`src/rtl/boot_sequencer_if.sv`:
```
// rtl/boot_sequencer_if.sv - host/program-memory bus bundle for the boot sequencer
interface boot_sequencer_if #(
    parameter int DATA_WIDTH = 8,
    parameter int ADD_WIDTH  = 7,
    parameter int CYC_WIDTH  = 16
);
    logic                  start;
    logic                  abort;
    logic [ADD_WIDTH:0]    load_len;
    logic [CYC_WIDTH-1:0]  run_cycles;
    logic                  byte_valid;
    logic [DATA_WIDTH-1:0] byte_in;
    logic                  byte_ready;
    logic                  pm_wr_en;
    logic [ADD_WIDTH-1:0]  pm_addr;
    logic [DATA_WIDTH-1:0] pm_wr_data;
    logic                  cpu_rst;
    logic                  busy;
    logic                  done;
    logic                  err;

    // Host side: issues commands and program bytes, observes status and writes.
    modport master (
        output start, abort, load_len, run_cycles, byte_valid, byte_in,
        input  byte_ready, pm_wr_en, pm_addr, pm_wr_data, cpu_rst, busy, done, err
    );

    // Sequencer side.
    modport slave (
        input  start, abort, load_len, run_cycles, byte_valid, byte_in,
        output byte_ready, pm_wr_en, pm_addr, pm_wr_data, cpu_rst, busy, done, err
    );
endinterface

```
`src/rtl/boot_sequencer.sv`:
```
// rtl/boot_sequencer.sv - loads a program image byte by byte, then runs the CPU for a cycle budget
module boot_sequencer #(
    parameter int DATA_WIDTH = 8,
    parameter int ADD_WIDTH  = 7,
    parameter int CYC_WIDTH  = 16
) (
    input  logic               clk,
    input  logic               rst,
    boot_sequencer_if.slave    bus
);
    typedef enum logic [2:0] {S_IDLE, S_LOAD, S_ARM, S_RUN, S_HALT} state_t;

    localparam logic [ADD_WIDTH:0] MAX_LEN = {1'b1, {ADD_WIDTH{1'b0}}};

    state_t                state_q, state_d;
    logic [ADD_WIDTH:0]    len_q, len_d;
    logic [ADD_WIDTH:0]    cnt_q, cnt_d;
    logic [CYC_WIDTH-1:0]  run_q, run_d;
    logic [CYC_WIDTH-1:0]  budget_q, budget_d;
    logic                  byte_ready_q, byte_ready_d;
    logic                  pm_wr_en_q, pm_wr_en_d;
    logic [ADD_WIDTH-1:0]  pm_addr_q, pm_addr_d;
    logic [DATA_WIDTH-1:0] pm_wr_data_q, pm_wr_data_d;
    logic                  cpu_rst_q, cpu_rst_d;
    logic                  busy_q, busy_d;
    logic                  done_q, done_d;
    logic                  err_q, err_d;

    logic legal_len;
    logic accept;
    logic in_session;

    assign legal_len  = (bus.load_len != '0) && (bus.load_len <= MAX_LEN);
    assign accept     = bus.byte_valid && byte_ready_q;
    assign in_session = (state_q == S_LOAD) || (state_q == S_ARM) || (state_q == S_RUN);

    // Next-state and next-output computation; outputs are produced together with the state they describe.
    always_comb begin
        state_d      = state_q;
        len_d        = len_q;
        cnt_d        = cnt_q;
        run_d        = run_q;
        budget_d     = budget_q;
        byte_ready_d = byte_ready_q;
        pm_wr_en_d   = 1'b0;
        pm_addr_d    = pm_addr_q;
        pm_wr_data_d = pm_wr_data_q;
        cpu_rst_d    = cpu_rst_q;
        busy_d       = busy_q;
        done_d       = done_q;
        err_d        = 1'b0;

        if (in_session && bus.abort) begin
            // Abort drops any byte offered in the same cycle, so no write follows.
            state_d      = S_IDLE;
            byte_ready_d = 1'b0;
            cpu_rst_d    = 1'b1;
            busy_d       = 1'b0;
            done_d       = 1'b0;
        end else begin
            case (state_q)
                S_IDLE, S_HALT: begin
                    // Abort alongside start cancels the start outright.
                    if (bus.start && !bus.abort) begin
                        if (legal_len) begin
                            state_d      = S_LOAD;
                            len_d        = bus.load_len;
                            run_d        = bus.run_cycles;
                            cnt_d        = '0;
                            pm_addr_d    = '0;
                            byte_ready_d = 1'b1;
                            busy_d       = 1'b1;
                            done_d       = 1'b0;
                        end else begin
                            err_d = 1'b1;
                        end
                    end
                end
                S_LOAD: begin
                    if (accept) begin
                        pm_wr_en_d   = 1'b1;
                        pm_addr_d    = cnt_q[ADD_WIDTH-1:0];
                        pm_wr_data_d = bus.byte_in;
                        cnt_d        = cnt_q + 1'b1;
                        // cnt is one bit wider than the address so a full-memory load never wraps.
                        if (cnt_q == len_q - 1'b1) begin
                            state_d      = S_ARM;
                            byte_ready_d = 1'b0;
                        end
                    end
                end
                S_ARM: begin
                    state_d   = S_RUN;
                    cpu_rst_d = 1'b0;
                    budget_d  = run_q;
                end
                S_RUN: begin
                    // A zero budget means run until aborted.
                    if (run_q != '0) begin
                        budget_d = budget_q - 1'b1;
                        if (budget_q == CYC_WIDTH'(1)) begin
                            state_d   = S_HALT;
                            cpu_rst_d = 1'b1;
                            busy_d    = 1'b0;
                            done_d    = 1'b1;
                        end
                    end
                end
                default: begin
                    state_d      = S_IDLE;
                    byte_ready_d = 1'b0;
                    cpu_rst_d    = 1'b1;
                    busy_d       = 1'b0;
                    done_d       = 1'b0;
                end
            endcase
        end
    end

    // State and output registers with synchronous active-low reset.
    always_ff @(posedge clk) begin
        if (!rst) begin
            state_q      <= S_IDLE;
            len_q        <= '0;
            cnt_q        <= '0;
            run_q        <= '0;
            budget_q     <= '0;
            byte_ready_q <= 1'b0;
            pm_wr_en_q   <= 1'b0;
            pm_addr_q    <= '0;
            pm_wr_data_q <= '0;
            cpu_rst_q    <= 1'b1;
            busy_q       <= 1'b0;
            done_q       <= 1'b0;
            err_q        <= 1'b0;
        end else begin
            state_q      <= state_d;
            len_q        <= len_d;
            cnt_q        <= cnt_d;
            run_q        <= run_d;
            budget_q     <= budget_d;
            byte_ready_q <= byte_ready_d;
            pm_wr_en_q   <= pm_wr_en_d;
            pm_addr_q    <= pm_addr_d;
            pm_wr_data_q <= pm_wr_data_d;
            cpu_rst_q    <= cpu_rst_d;
            busy_q       <= busy_d;
            done_q       <= done_d;
            err_q        <= err_d;
        end
    end

    assign bus.byte_ready = byte_ready_q;
    assign bus.pm_wr_en   = pm_wr_en_q;
    assign bus.pm_addr    = pm_addr_q;
    assign bus.pm_wr_data = pm_wr_data_q;
    assign bus.cpu_rst    = cpu_rst_q;
    assign bus.busy       = busy_q;
    assign bus.done       = done_q;
    assign bus.err        = err_q;
endmodule
```
`src/flat_wrapper.sv`:
```
// flat-port wrapper written by rule: the top's interface ports become plain ports
module boot_sequencer_flat 
#(
    parameter int DATA_WIDTH = 8,
    parameter int ADD_WIDTH  = 7,
    parameter int CYC_WIDTH  = 16
)
  (clk, rst, bus_start, bus_abort, bus_load_len, bus_run_cycles, bus_byte_valid, bus_byte_in, bus_byte_ready, bus_pm_wr_en, bus_pm_addr, bus_pm_wr_data, bus_cpu_rst, bus_busy, bus_done, bus_err);
  boot_sequencer_if #(.DATA_WIDTH(DATA_WIDTH), .ADD_WIDTH(ADD_WIDTH), .CYC_WIDTH(CYC_WIDTH)) bus_i ();
  input  logic clk;
  input  logic rst;
  input wire logic [$bits(bus_i.start)-1:0] bus_start;
  input wire logic [$bits(bus_i.abort)-1:0] bus_abort;
  input wire logic [$bits(bus_i.load_len)-1:0] bus_load_len;
  input wire logic [$bits(bus_i.run_cycles)-1:0] bus_run_cycles;
  input wire logic [$bits(bus_i.byte_valid)-1:0] bus_byte_valid;
  input wire logic [$bits(bus_i.byte_in)-1:0] bus_byte_in;
  output wire logic [$bits(bus_i.byte_ready)-1:0] bus_byte_ready;
  output wire logic [$bits(bus_i.pm_wr_en)-1:0] bus_pm_wr_en;
  output wire logic [$bits(bus_i.pm_addr)-1:0] bus_pm_addr;
  output wire logic [$bits(bus_i.pm_wr_data)-1:0] bus_pm_wr_data;
  output wire logic [$bits(bus_i.cpu_rst)-1:0] bus_cpu_rst;
  output wire logic [$bits(bus_i.busy)-1:0] bus_busy;
  output wire logic [$bits(bus_i.done)-1:0] bus_done;
  output wire logic [$bits(bus_i.err)-1:0] bus_err;
  assign bus_i.start = bus_start;
  assign bus_i.abort = bus_abort;
  assign bus_i.load_len = bus_load_len;
  assign bus_i.run_cycles = bus_run_cycles;
  assign bus_i.byte_valid = bus_byte_valid;
  assign bus_i.byte_in = bus_byte_in;
  assign bus_byte_ready = bus_i.byte_ready;
  assign bus_pm_wr_en = bus_i.pm_wr_en;
  assign bus_pm_addr = bus_i.pm_addr;
  assign bus_pm_wr_data = bus_i.pm_wr_data;
  assign bus_cpu_rst = bus_i.cpu_rst;
  assign bus_busy = bus_i.busy;
  assign bus_done = bus_i.done;
  assign bus_err = bus_i.err;
  boot_sequencer #(.DATA_WIDTH(DATA_WIDTH), .ADD_WIDTH(ADD_WIDTH), .CYC_WIDTH(CYC_WIDTH)) u_core (.clk(clk), .rst(rst), .bus(bus_i));
endmodule
```
`config.mk`:
```
export PLATFORM = sky130hd
export DESIGN_NAME = boot_sequencer_flat
export DESIGN_NICKNAME = d
export VERILOG_FILES = /design/src/rtl/boot_sequencer_if.sv /design/src/rtl/boot_sequencer.sv /design/src/flat_wrapper.sv
export SDC_FILE = /design/constraint.sdc
export NUM_CORES = 1
export LEC_CHECK = 0
export CORE_MARGIN = 2
export CORE_UTILIZATION = 50
export DETAILED_ROUTE_END_ITERATION = 7
export MAX_ROUTING_LAYER = met4
export PLACE_DENSITY = 0.75
export SYNTH_ARGS = -nofsm -noshare
export SYNTH_HDL_FRONTEND = slang
export SYNTH_SLANG_ARGS = --single-unit
```
`constraint.sdc`:
```
create_clock -name clk -period 4.75 [get_ports clk]
set_input_delay 0.7125 -clock clk [delete_from_list [all_inputs] [get_ports clk]]
set_output_delay 0.7125 -clock clk [all_outputs]
set_load 0.01 [all_outputs]
```
After elaboration in Yosys (flattened, before gate mapping). Index checks and enable logic that the tools add are counted.

Register bits after elaboration: 72. Logic and storage cells: 97. Output and inout port bits: 21. Input bits: 37.

Mux-type cells: 33. Reduce and logical (&&, ||, !) cells: 27. Bitwise gates (word level): 8. $add $sub $neg: 3. Eq/ne operators: 12. Magnitude comparators: 1.

Operators by type and width (number): 16-bit one-hot mux with 2 select lines (1); 8-bit 2-to-1 mux (3); 7-bit 2-to-1 mux (3); 3-bit 2-to-1 mux (6); 16-bit by 1-bit == test with 1-bit output (second input constant) (1); 16-bit 2-to-1 mux (1); 8-bit one-hot mux with 2 select lines (1); 16-bit nonzero test (1); 16-bit by 1-bit subtractor with 16-bit output (second input constant) (1); 5-bit AND reduction (3); 7-bit one-hot mux with 2 select lines (1); 1-bit 2-to-1 mux (12); 1-bit one-hot mux with 3 select lines (4); 3-bit one-hot mux with 4 select lines (1); 3-bit AND reduction (3); 8-bit by 1-bit adder with 8-bit output (second input constant) (1); 8-bit == test (1); 8-bit <= comparator (second input constant) (1); 1-bit NOT (8); 8-bit nonzero test (1); 2-bit OR reduction (4); 8-bit by 1-bit subtractor with 8-bit output (second input constant) (1); 3-bit by 2-bit == test with 1-bit output (second input constant) (2); 2-bit by 1-bit inequality test with 1-bit output (second input constant) (3); 12 further kinds (20).

Longest topological paths before layout. Gate-level depths: netlist of the first run.

Depth in word-level cells: 6. Mapped depth: 8. Gate-level depth less buffers: 7.

Least setup slack after synthesis of the first run. OpenSTA, ideal clock, no wires.

Kind: in2reg. Start: in bus_load_len[3]. End: reg u_core.cnt_q[2]. Stages on the path: 7. Arrival time: 2.456 ns. Setup time: 0.123 ns. Slack: 2.170 ns. Data required time: 4.627 ns. Buffers on the path: 2. Path through: or4_4 -> or3_1 -> buf_6 -> and3_1 -> buf_2 -> o21ai_1 -> mux2_1.

Word-level cells in the longest chain between the ends: 4. Elaborated cells on any way between the ends: 5. Those cells by class: 1 x order compare; 1 x eq/ne; 3 x reduce/logical.

Ends and longest elaborated chain: start, declared (RTL line flat_wrapper.sv:14) `input wire logic [$bits(bus_i.load_len)-1:0] bus_load_len;`; 8-bit <= comparator or 8-bit nonzero test (tied branches) (RTL line boot_sequencer.sv:33) `assign legal_len = (bus.load_len != '0) && (bus.load_len <= MAX_LEN);`; 1-bit logical AND (*) (RTL line boot_sequencer.sv:33); 2-bit by 1-bit inequality test with 1-bit output (no line) (*); 5-bit AND reduction (no line) (*); end signal, assigned (RTL line boot_sequencer.sv:139) `cnt_q <= cnt_d;`; end, declared (RTL line boot_sequencer.sv:17) `logic [ADD_WIDTH:0] cnt_q, cnt_d;`.

Every way passes the cells marked *; elsewhere a longest branch is shown, timed or not. A chain may end at the register's enable or synchronous reset.

Final worst setup path of the first run. Ends and elaborated chain as after synthesis.

==> results of run 1 <==
-- metrics by stage --
step | utilization (%) | cells | instance area [um^2] | setup WS, ps | total power, uW
after floorplan | - | 465 | 3580 | 2170 | 738
after global placement | 60.6 | 593 | 4160 | 1250 | 796
after detailed placement | 60.6 | 593 | 4160 | 1150 | 799
after CTS | 63.9 | 609 | 4390 | 1550 | 1360
after global routing | 63.9 | 609 | 4390 | 1340 | 1400
final | 63.9 | 609 | 4390 | 1530 | 1350
-- power groups by stage --
stage | Sequential (uW) | Clock [uW] | Combinational, uW
CTS | 633 | 570 | 153
global placement | 646 | 0 | 149
finish | 633 | 559 | 153
detailed placement | 647 | 0 | 152
floorplan | 640 | 0 | 98.7
global route | 636 | 589 | 171
-- placed cells by master, fill, tap and decap left out, types with 5 or more instances in the layout --
master           Yosys  layout
nand3_1             20      20
inv_1                9       9
buf_4                1       5
nor4_1               8       8
nand2_1            104     104
xnor2_1              8       8
clkdlybuf4s50_1      0      57
nand2b_1             5       5
nor2_1              20      20
nand4_1             11      11
o211ai_1            10      10
clkbuf_8             0       9
dfxtp_1             72      72
nor3_1               6       6
a2111o_1             5       5
a21oi_1             62      62
or3_1                5       5
and3_1               8       8
o2111ai_1            5       5
o21ai_0             24      24
-- registers in the layout (all words and copies together) (netlist names) --
register / flops
u_core.budget_q: 16
u_core.run_q: 16
u_core.bus.pm_wr_data: 8
u_core.cnt_q: 8
u_core.len_q: 8
u_core.bus.pm_addr: 7
u_core.state_q: 3
u_core.bus.busy: 1
u_core.bus.byte_ready: 1
u_core.bus.cpu_rst: 1
u_core.bus.done: 1
u_core.bus.err: 1
u_core.bus.pm_wr_en: 1
-- per-layer routing --
layer / share of wire, % / up-vias
met5: 0 / -
met4: 1.2 / 0
met3: 6.0 / 13
met2: 46 / 105
met1: 47 / 1659
li1: - / 1756
-- worst max-delay path, cell delays in order --
cell and delay (ps):
clkdlybuf4s50_1 430, or4_4 550, o21ai_2 250, and3_1 1010, o21ai_1 140, mux2_1 350
-- final cells by class --
type / instances / share of cell area (%)
clock buffers: 9 / 2.82
clock inverters: 7 / 2.34
inverters: 10 / 0.855
multi-input cells: 353 / 44.6
flip-flops and latches: 72 / 32.8
well taps: 96 / 2.74
repair buffers: 62 / 13.9
-- kinds of logic (layout without fill, tap and decap cells) --
| group | Yosys count | count (layout) | share of synthesized area [%] |
|---|---|---|---|
| and+or+nand+nor | 202 | 202 | 26.7 |
| AOI/OAI and AO/OA | 137 | 137 | 24.0 |
| DFF | 72 | 72 | 40.3 |
| buffers and inverters | 40 | 88 | 5.10 |
| xor gates and xnor gates | 9 | 9 | 2.20 |
| adders and majority gates | 4 | 4 | 1.40 |
| muxes | 1 | 1 | 0.315 |
-- worst paths after layout --
kind | to | slack [ps] | cells past startpoint
hold reg to reg | u_core.bus.pm_wr_data[7]$_SDFFE_PN0P_ | 460 | 2
setup / recovery | u_core.cnt_q[2]$_SDFFE_PN0P_ | 1530 | 6
setup reg to reg | u_core.cnt_q[2]$_SDFFE_PN0P_ | 2150 | 5
hold / removal | u_core.bus.pm_wr_data[7]$_SDFFE_PN0P_ | 460 | 2
==> impl_metrics.env, run 1 <==
export IMPL_die_area_um2=7850
export IMPL_worst_hold_slack_ps=456
export IMPL_cts_buffers=9
export IMPL_place_gp_congestion=0.948
export IMPL_vias=3533
export IMPL_nNetsFinal=549
export IMPL_ios=58
export IMPL_ys_seq_elements=72
export IMPL_maxSlewViolCount=0
export IMPL_drt_initial_drc_count=182
export IMPL_syn_cell_area_um2=3580
export IMPL_grt_antenna_before_repair=0
export IMPL_wl_um=9190
export IMPL_required_ps=4990
export IMPL_intPower_uw=984
export IMPL_wl_per_cell_um=15.1
export IMPL_path_class="primary input to flip-flop"
export IMPL_drc=0
export IMPL_setup_viol=0
export IMPL_start_util_pct=52.1
export IMPL_synth_edff_count=0
export IMPL_yosysMostFrequentCell="nand2_1"
export IMPL_tightest_slew_ps=1210
export IMPL_hold_violations=0
export IMPL_postCtsSetupBuffers=0
export IMPL_groute_usage_overall_pct=26.2
export IMPL_max_freq_mhz=311
export IMPL_grt_setup_unrepaired="false"
export IMPL_cts_hold_buf=0
export IMPL_core_area_um2=6870
export IMPL_grtUsageMet1_pct=33.5
export IMPL_yosys_top_cells_count="104 x nand2_1, 72 x dfxtp_1, 62 x a21oi_1"
export IMPL_cap_violations=0
export IMPL_clockBufferDepth=2
export IMPL_min_period_over_period_pct=67.7
export IMPL_crit_fanout=34
export IMPL_grt_pass1_wl_um=15700
export IMPL_hp_start="u_core.bus.pm_wr_data[7]$_SDFFE_PN0P_"
export IMPL_die_w_um=88.6
export IMPL_synth_area_top_cells="dfxtp_1 40%, nand2_1 11%, a21oi_1 8.7%"
export IMPL_vias_per_cell=5.80
export IMPL_ys_flop_type="dfxtp_1"
export IMPL_grt_use_met2_pct=40.1
export IMPL_grt_pass1_vias=3382
export IMPL_crit_path_end_kind="flip-flop"
export IMPL_rows=30
export IMPL_syn_area_per_cell_um2=7.70
export IMPL_yosysTopAreaCellShare_pct=40.3
export IMPL_finalCriticalPeriod_ps=3220
export IMPL_clock_latency_ps=360
export IMPL_first_pass_iters=5
export IMPL_max_slew_margin_pct=19.0
export IMPL_htree_levels=3
export IMPL_numPortBuffers=57
export IMPL_die_height_um=88.6
export IMPL_grt_ovfl_total=0
export IMPL_worstPathArrival_ps=3460
export IMPL_drtAntennaViolNets=0
export IMPL_fin_worst_skew_ps=9.98
export IMPL_grt_busiest_layer="met2"
export IMPL_syn_to_final_growth_pct=22.6
export IMPL_cts_resized=0
export IMPL_ir_drop_mv=0.205
export IMPL_reg2reg_from="u_core.state_q[1]$_SDFFE_PP0P_"
export IMPL_fin_setup_tns_ps=0
export IMPL_root_buffer="clkbuf_8"
export IMPL_async_flop_share_pct=0
export IMPL_setup_worst_path_start="bus_load_len[3]"
export IMPL_power_combinational_fraction_pct=11.4
export IMPL_leakage_uw=0.00148
export IMPL_synth_fp_nets=506
export IMPL_fill_cells=629
export IMPL_regArea_um2=1440
export IMPL_multi_input_area_um2=1960
export IMPL_status="finished clean"
export IMPL_postSynthCellCount=465
export IMPL_yosys_warnings=0
export IMPL_hpwl_um=6300
export IMPL_swShare_pct=26.8
export IMPL_drive_above_1_share_pct=5.85
export IMPL_clock_sinks=72
export IMPL_tritoncts="yes"
export IMPL_p_seq_share_pct=47.1
export IMPL_synth_cell_types=54
export IMPL_diodes=0
export IMPL_ys_seq_area_share_pct=40.3
export IMPL_critPathLaunchType="primary input"
export IMPL_pwr_share_clk_pct=41.5
export IMPL_clkTransAtPathRegs_ps=90
export IMPL_yosys_area_top_type="dfxtp_1"
export IMPL_p_per_area_nw_per_um2=306
export IMPL_min_path_type="flip-flop to flip-flop"
export IMPL_use_met3_pct=7.65
export IMPL_switchingPower_uw=361
export IMPL_grt_max_degree=56
Power figures use the tool's default switching activity.
==> run 2, diff against run 1 <==
==> constraint.sdc (replaced) <==
create_clock -name clk -period 3.1 [get_ports clk]
set_input_delay 0.465 -clock clk [delete_from_list [all_inputs] [get_ports clk]]
set_output_delay 0.465 -clock clk [all_outputs]
set_load 0.01 [all_outputs]
==> impl_metrics.env, run 2 (synthesized netlist as in run 1, its figures left out) <==
export IMPL_vias_per_cell=5.70
export IMPL_crit_slowest_cell="or4_4"
export IMPL_intPower_uw=1420
export IMPL_worstPathCellList="clkdlybuf4s50_1, or4_4, or3_1, and3_1, buf_4, o211ai_1, a21oi_1"
export IMPL_path_class="primary input to flip-flop"
export IMPL_fin_worst_skew_ps=5.52
export IMPL_reg2reg_depth=7
export IMPL_whs_path_depth=2
export IMPL_grt_ovfl_total=0
export IMPL_grt_pass1_wl_um=15400
export IMPL_clkTransAtPathRegs_ps=80
export IMPL_hpwl_um=6450
export IMPL_status="finished clean"
export IMPL_drive_above_1_share_pct=6.94
export IMPL_place_inst=599
export IMPL_ios=58
export IMPL_grt_pass1_vias=3242
export IMPL_fin_area_um2=4420
export IMPL_clockBufferDepth=2
export IMPL_layout_commonest_cell="nand2_1"
export IMPL_place_gp_congestion=0.840
export IMPL_grt_max_degree=35
export IMPL_clock_sinks=72
export IMPL_cpPeakStageDelay_ps=530
export IMPL_postCtsSetupBuffers=0
export IMPL_grt_antenna_before_repair=0
export IMPL_cts_resized=0
export IMPL_swShare_pct=26.8
export IMPL_final_cell_count_no_fill=615
export IMPL_tritoncts="yes"
export IMPL_vias=3508
export IMPL_die_area_um2=7850
export IMPL_root_buffer="clkbuf_8"
export IMPL_fill_cells=623
export IMPL_reg_top3="u_core.budget_q: 16 flops, u_core.run_q: 16 flops"
export IMPL_worstPathArrival_ps=2660
export IMPL_min_path_type="flip-flop to flip-flop"
export IMPL_die_height_um=88.6
export IMPL_numPortBuffers=57
export IMPL_crit_path_end_kind="flip-flop"
export IMPL_tightest_slew_ps=774
export IMPL_max_slew_margin_pct=48.2
export IMPL_timing_critical_path_buf_inv=2
export IMPL_drtAntennaViolNets=0
export IMPL_clock_latency_ps=340
export IMPL_drt_initial_drc_count=238
export IMPL_ir_drop_mv=0.323
export IMPL_p_seq_share_pct=49.8
export IMPL_start_util_pct=52.1
export IMPL_layout_common_cells="104 x nand2_1, 72 x dfxtp_1, 62 x a21oi_1, 57 x clkdlybuf4s50_1, 24 x o21ai_0"
export IMPL_required_ps=3330
export IMPL_cap_violations=0
export IMPL_p_total_uw=1950
export IMPL_htree_levels=3
export IMPL_placed_cell_area_um2=4220
export IMPL_diodes=0
export IMPL_syn_to_final_growth_pct=23.4
export IMPL_fin_setup_tns_ps=0
export IMPL_die_w_um=88.6
export IMPL_wl_um=9090
export IMPL_leakage_uw=0.00150
export IMPL_nNetsFinal=555
export IMPL_power_combinational_fraction_pct=12.5
export IMPL_crit_fanout=24
export IMPL_groute_usage_overall_pct=25.7
export IMPL_p_per_area_nw_per_um2=440
export IMPL_grt_setup_unrepaired="false"
export IMPL_switchingPower_uw=521
export IMPL_finalCriticalPeriod_ps=2430
export IMPL_first_pass_iters=5
export IMPL_worst_hold_slack_ps=457
export IMPL_rows=30
export IMPL_wl_per_cell_um=14.8
export IMPL_critPathLaunchType="primary input"
export IMPL_min_period_over_period_pct=78.5
export IMPL_max_freq_mhz=411
export IMPL_cp_num_cells=7
export IMPL_cts_hold_buf=0
export IMPL_drc=0
export IMPL_path_delay_family="simple AND/OR/NAND/NOR gates"
export IMPL_cts_buffers=9
export IMPL_hold_violations=0
export IMPL_setup_viol=0
export IMPL_core_area_um2=6870
export IMPL_pwr_share_clk_pct=37.7
export IMPL_maxSlewViolCount=0
==> run 2: area by class of cell <==
| type | count | area, um^2 | area share, % |
|---|---|---|---|
| clock buffer | 9 | 124 | 2.80 |
| clock inverter | 7 | 72.6 | 1.64 |
| inverter | 10 | 37.5 | 0.850 |
| multi-input combinational | 353 | 1960 | 44.3 |
| sequential | 72 | 1440 | 32.6 |
| tap | 96 | 120 | 2.72 |
| timing repair buffer | 68 | 666 | 15.1 |
==> run 2: stage by stage <==
| stage | utilization, % | worst slack [ps] |
|---|---|---|
| 6_report | 64.3 | 666 |
| 5_1_grt | 64.3 | 572 |
| 3_5_place_dp | 61.4 | 319 |
| 4_1_cts | 64.3 | 685 |
| 3_3_place_gp | 61.4 | 371 |
| 2_1_floorplan | - | 768 |
==> run 2: per-layer routing <==
metal	track usage (%)	wire length [um]	vias up	part of all wire (%)
met3	4.01	418	11	4.6
met1	36.7	4520	1638	50
met2	36.9	4020	92	44
met5	-	0	-	0
li1	-	-	1767	-
met4	9.23	137	0	1.5
==> run 2: power by group through the flow <==
stage	Clock (uW)	Sequential (uW)	Combinational (uW)
3_5_place_dp	0	990	241
3_3_place_gp	0	990	239
5_1_grt	801	972	271
6_report	733	969	243
4_1_cts	750	968	243
2_1_floorplan	0	980	151
==> run 2: tightest hold or removal path, stage by stage (launching register included) <==
cell     delay (ps)
dfxtp_1         310
nand2_1          50
a21oi_1          50
==> run 2: path summary, 6_finish.rpt <==
path                                              start  slack [ps]                                     to
setup reg to reg        u_core.budget_q[0]$_SDFFE_PN0P_         970        u_core.budget_q[8]$_SDFFE_PN0P_
hold / removal    u_core.bus.pm_wr_data[6]$_SDFFE_PN0P_         460  u_core.bus.pm_wr_data[6]$_SDFFE_PN0P_
setup / recovery                        bus_load_len[4]         670     u_core.bus.pm_addr[3]$_SDFFE_PN0P_
hold reg to reg   u_core.bus.pm_wr_data[6]$_SDFFE_PN0P_         460  u_core.bus.pm_wr_data[6]$_SDFFE_PN0P_
==> RTL change: new RTL, flow settings as in run 2 <==
Encoding of `state_t`: now one-hot (5 bits for 5 states).
--- a/src/rtl/boot_sequencer.sv
+++ b/src/rtl/boot_sequencer.sv
@@ -8,7 +8,7 @@
     input  logic               rst,
     boot_sequencer_if.slave    bus
 );
-    typedef enum logic [2:0] {S_IDLE, S_LOAD, S_ARM, S_RUN, S_HALT} state_t;
+    typedef enum logic [4:0] {S_IDLE = 5'b00001, S_LOAD = 5'b00010, S_ARM = 5'b00100, S_RUN = 5'b01000, S_HALT = 5'b10000} state_t;
 
     localparam logic [ADD_WIDTH:0] MAX_LEN = {1'b1, {ADD_WIDTH{1'b0}}};
 
Formal check against the unedited RTL: no difference found for any inputs over 10 cycles, from zero or initial values and one cycle with rst low; not proved beyond that.
==> RTL change against run 2 <==
Routed wire length shrank 1.6%; sequential share of layout area grew 0.22 points; global-route usage shrank 2.1 points; setup slack gained 0.070 ns; design area grew 2.1%; synthesized area grew 4.1%; count of clock-buffer cells in the layout grew 3; first-iteration DRC count shrank 3.4%; non-clock buffer count shrank 5; sequential cell count grew 2; fmax grew 3.0%; highest routed layer unchanged.
Power is not compared: it rests on default switching activity, and its combinational part moved more than twofold at a synthesized area within 25%.
==> RTL change: results (changes against run 2) <==
- Status: finished clean
* Dpl hpwl: 6.372 mm (-1.3%)
- In the post-synthesis netlist, the biggest area contributors are dfxtp_1, nand2_1, a21oi_1.
- In this run the worst setup path begins at bus_load_len[3].
- Via count: 3,490 (-0.51%)
- The startpoint identified for the worst hold timing path is u_core.bus.busy$_SDFFE_PP0P_.
- The path with the worst hold slack has its endpoint at u_core.bus.busy$_SDFFE_PP0P_.
- Routed wire length on met3: 548 µm (+31%)
- The worst hold-check slack is 0.4448 ns (-0.01192 ns).
* Launch point of the worst reg-to-reg path: u_core.len_q[0]$_SDFFE_PN0P_
- Largest fanout of any net on the critical path: 7 (-71%)
* Share of layout cells above drive strength 1: 0.08187 (+0.01251)
- The weighted congestion at the end of routability-driven global placement came to 0.8468 (+0.81%).
- Global routing usage on met2: 0.3665 (-0.002563)
- The highest clock rate is 423.1 MHz (+3.0%).
* Number of fillers in the final layout: 674 (+8.2%)
- Reg-to-reg setup timing slack: 0.81 ns (-0.16 ns)
* Detailed-route vias per instance: 5.703 (about the same)
- The number of antenna violations at the first check in global routing is 0 (unchanged).
- Met1 usage in global routing: 0.2988 (-0.06854)
* Maximum clock skew at final layout: 0.007725 ns (+0.002206 ns)
* Distinct cells, synth: 55 (+1.9%)
* Slowest cell delay on critical path: 0.56 ns (+0.03 ns)
- The met3 layer usage reported by global route was 0.04925 (+0.009137).
* Met2 wire len: 4.068 mm (+1.2%)
* Placed cells: 597 (-0.33%)
- Highest metal used: met4
- Most used standard cells in the synthesized netlist: nand2_1, dfxtp_1, a21oi_1, nor2_1, clkbuf_1
* Final Routed Wirelength: 8.942 mm (-1.6%)
- The number of nets in the finished design is 550 (-0.90%).
- In this run the critical register-to-register path is captured at u_core.state_q[1]$_SDFFE_PP0P_.
- Worst Reg2Reg Path Length in Cells: 8 (+1)
- The met1 layer wirelength in the final routing is 4.089 mm (-9.5%).
- The part of the Yosys area used for sequential elements came to 0.3977 (-0.004941).
- The data arrival at the endpoint of the critical path was 2.60 ns (-0.06 ns).
* Wire length of the first global-routing pass: 15.37 mm (-0.31%)
- Setup WS pre-CTS: 0.3795 ns (+0.06024 ns)
* Post-synthesis net count: 502 (-0.79%)
- Worst hold path type: reg2reg
- The number of DRC markers in iteration 0 came to 230 (-3.4%).
* Vias in the first global route: 3,301 (+1.8%)
- The cell area after placement is 4324 µm² (+2.5%).
- Overall track demand over capacity in global routing: 0.2368 (-0.02069)
- Worst relative slew slack: 0.1887 (-0.2931)
- Mean cell area of the mapped netlist: 8.080 µm² (+5.0%)
[RTL change: cell count changes after synthesis, moves of 9 or more]
| cell | delta |
|---|---|
| a21oi_1 | -9 |
| nand2_1 | -27 |
| nand3_1 | -10 |
| nor2_1 | +18 |
| o21ai_0 | -18 |
[RTL change: logic make-up (layout without fill, tap and decap cells)]
kind of cell,after synthesis,in the layout,synth area share
DFF,74,74,0.3977
xor gates and xnor gates,16,16,0.03762
AOI/OAI and AO/OA,119,119,0.2083
muxes,8,8,0.02150
adders and majority gates,4,4,0.01344
buffers and inverters,36,88,0.04770
and+or+nand+nor,204,204,0.2738
[RTL change: cell type report]
type | instances | area, µm² | share of cell area
timing repair buffer | 63 | 615.6 | 0.1365
clock inverter | 3 | 40.04 | 0.008879
inverter | 10 | 37.54 | 0.008324
multi-input combinational | 351 | 2066 | 0.4581
clock buffer | 12 | 145.1 | 0.03219
tap | 99 | 123.9 | 0.02747
sequential | 74 | 1481 | 0.3285
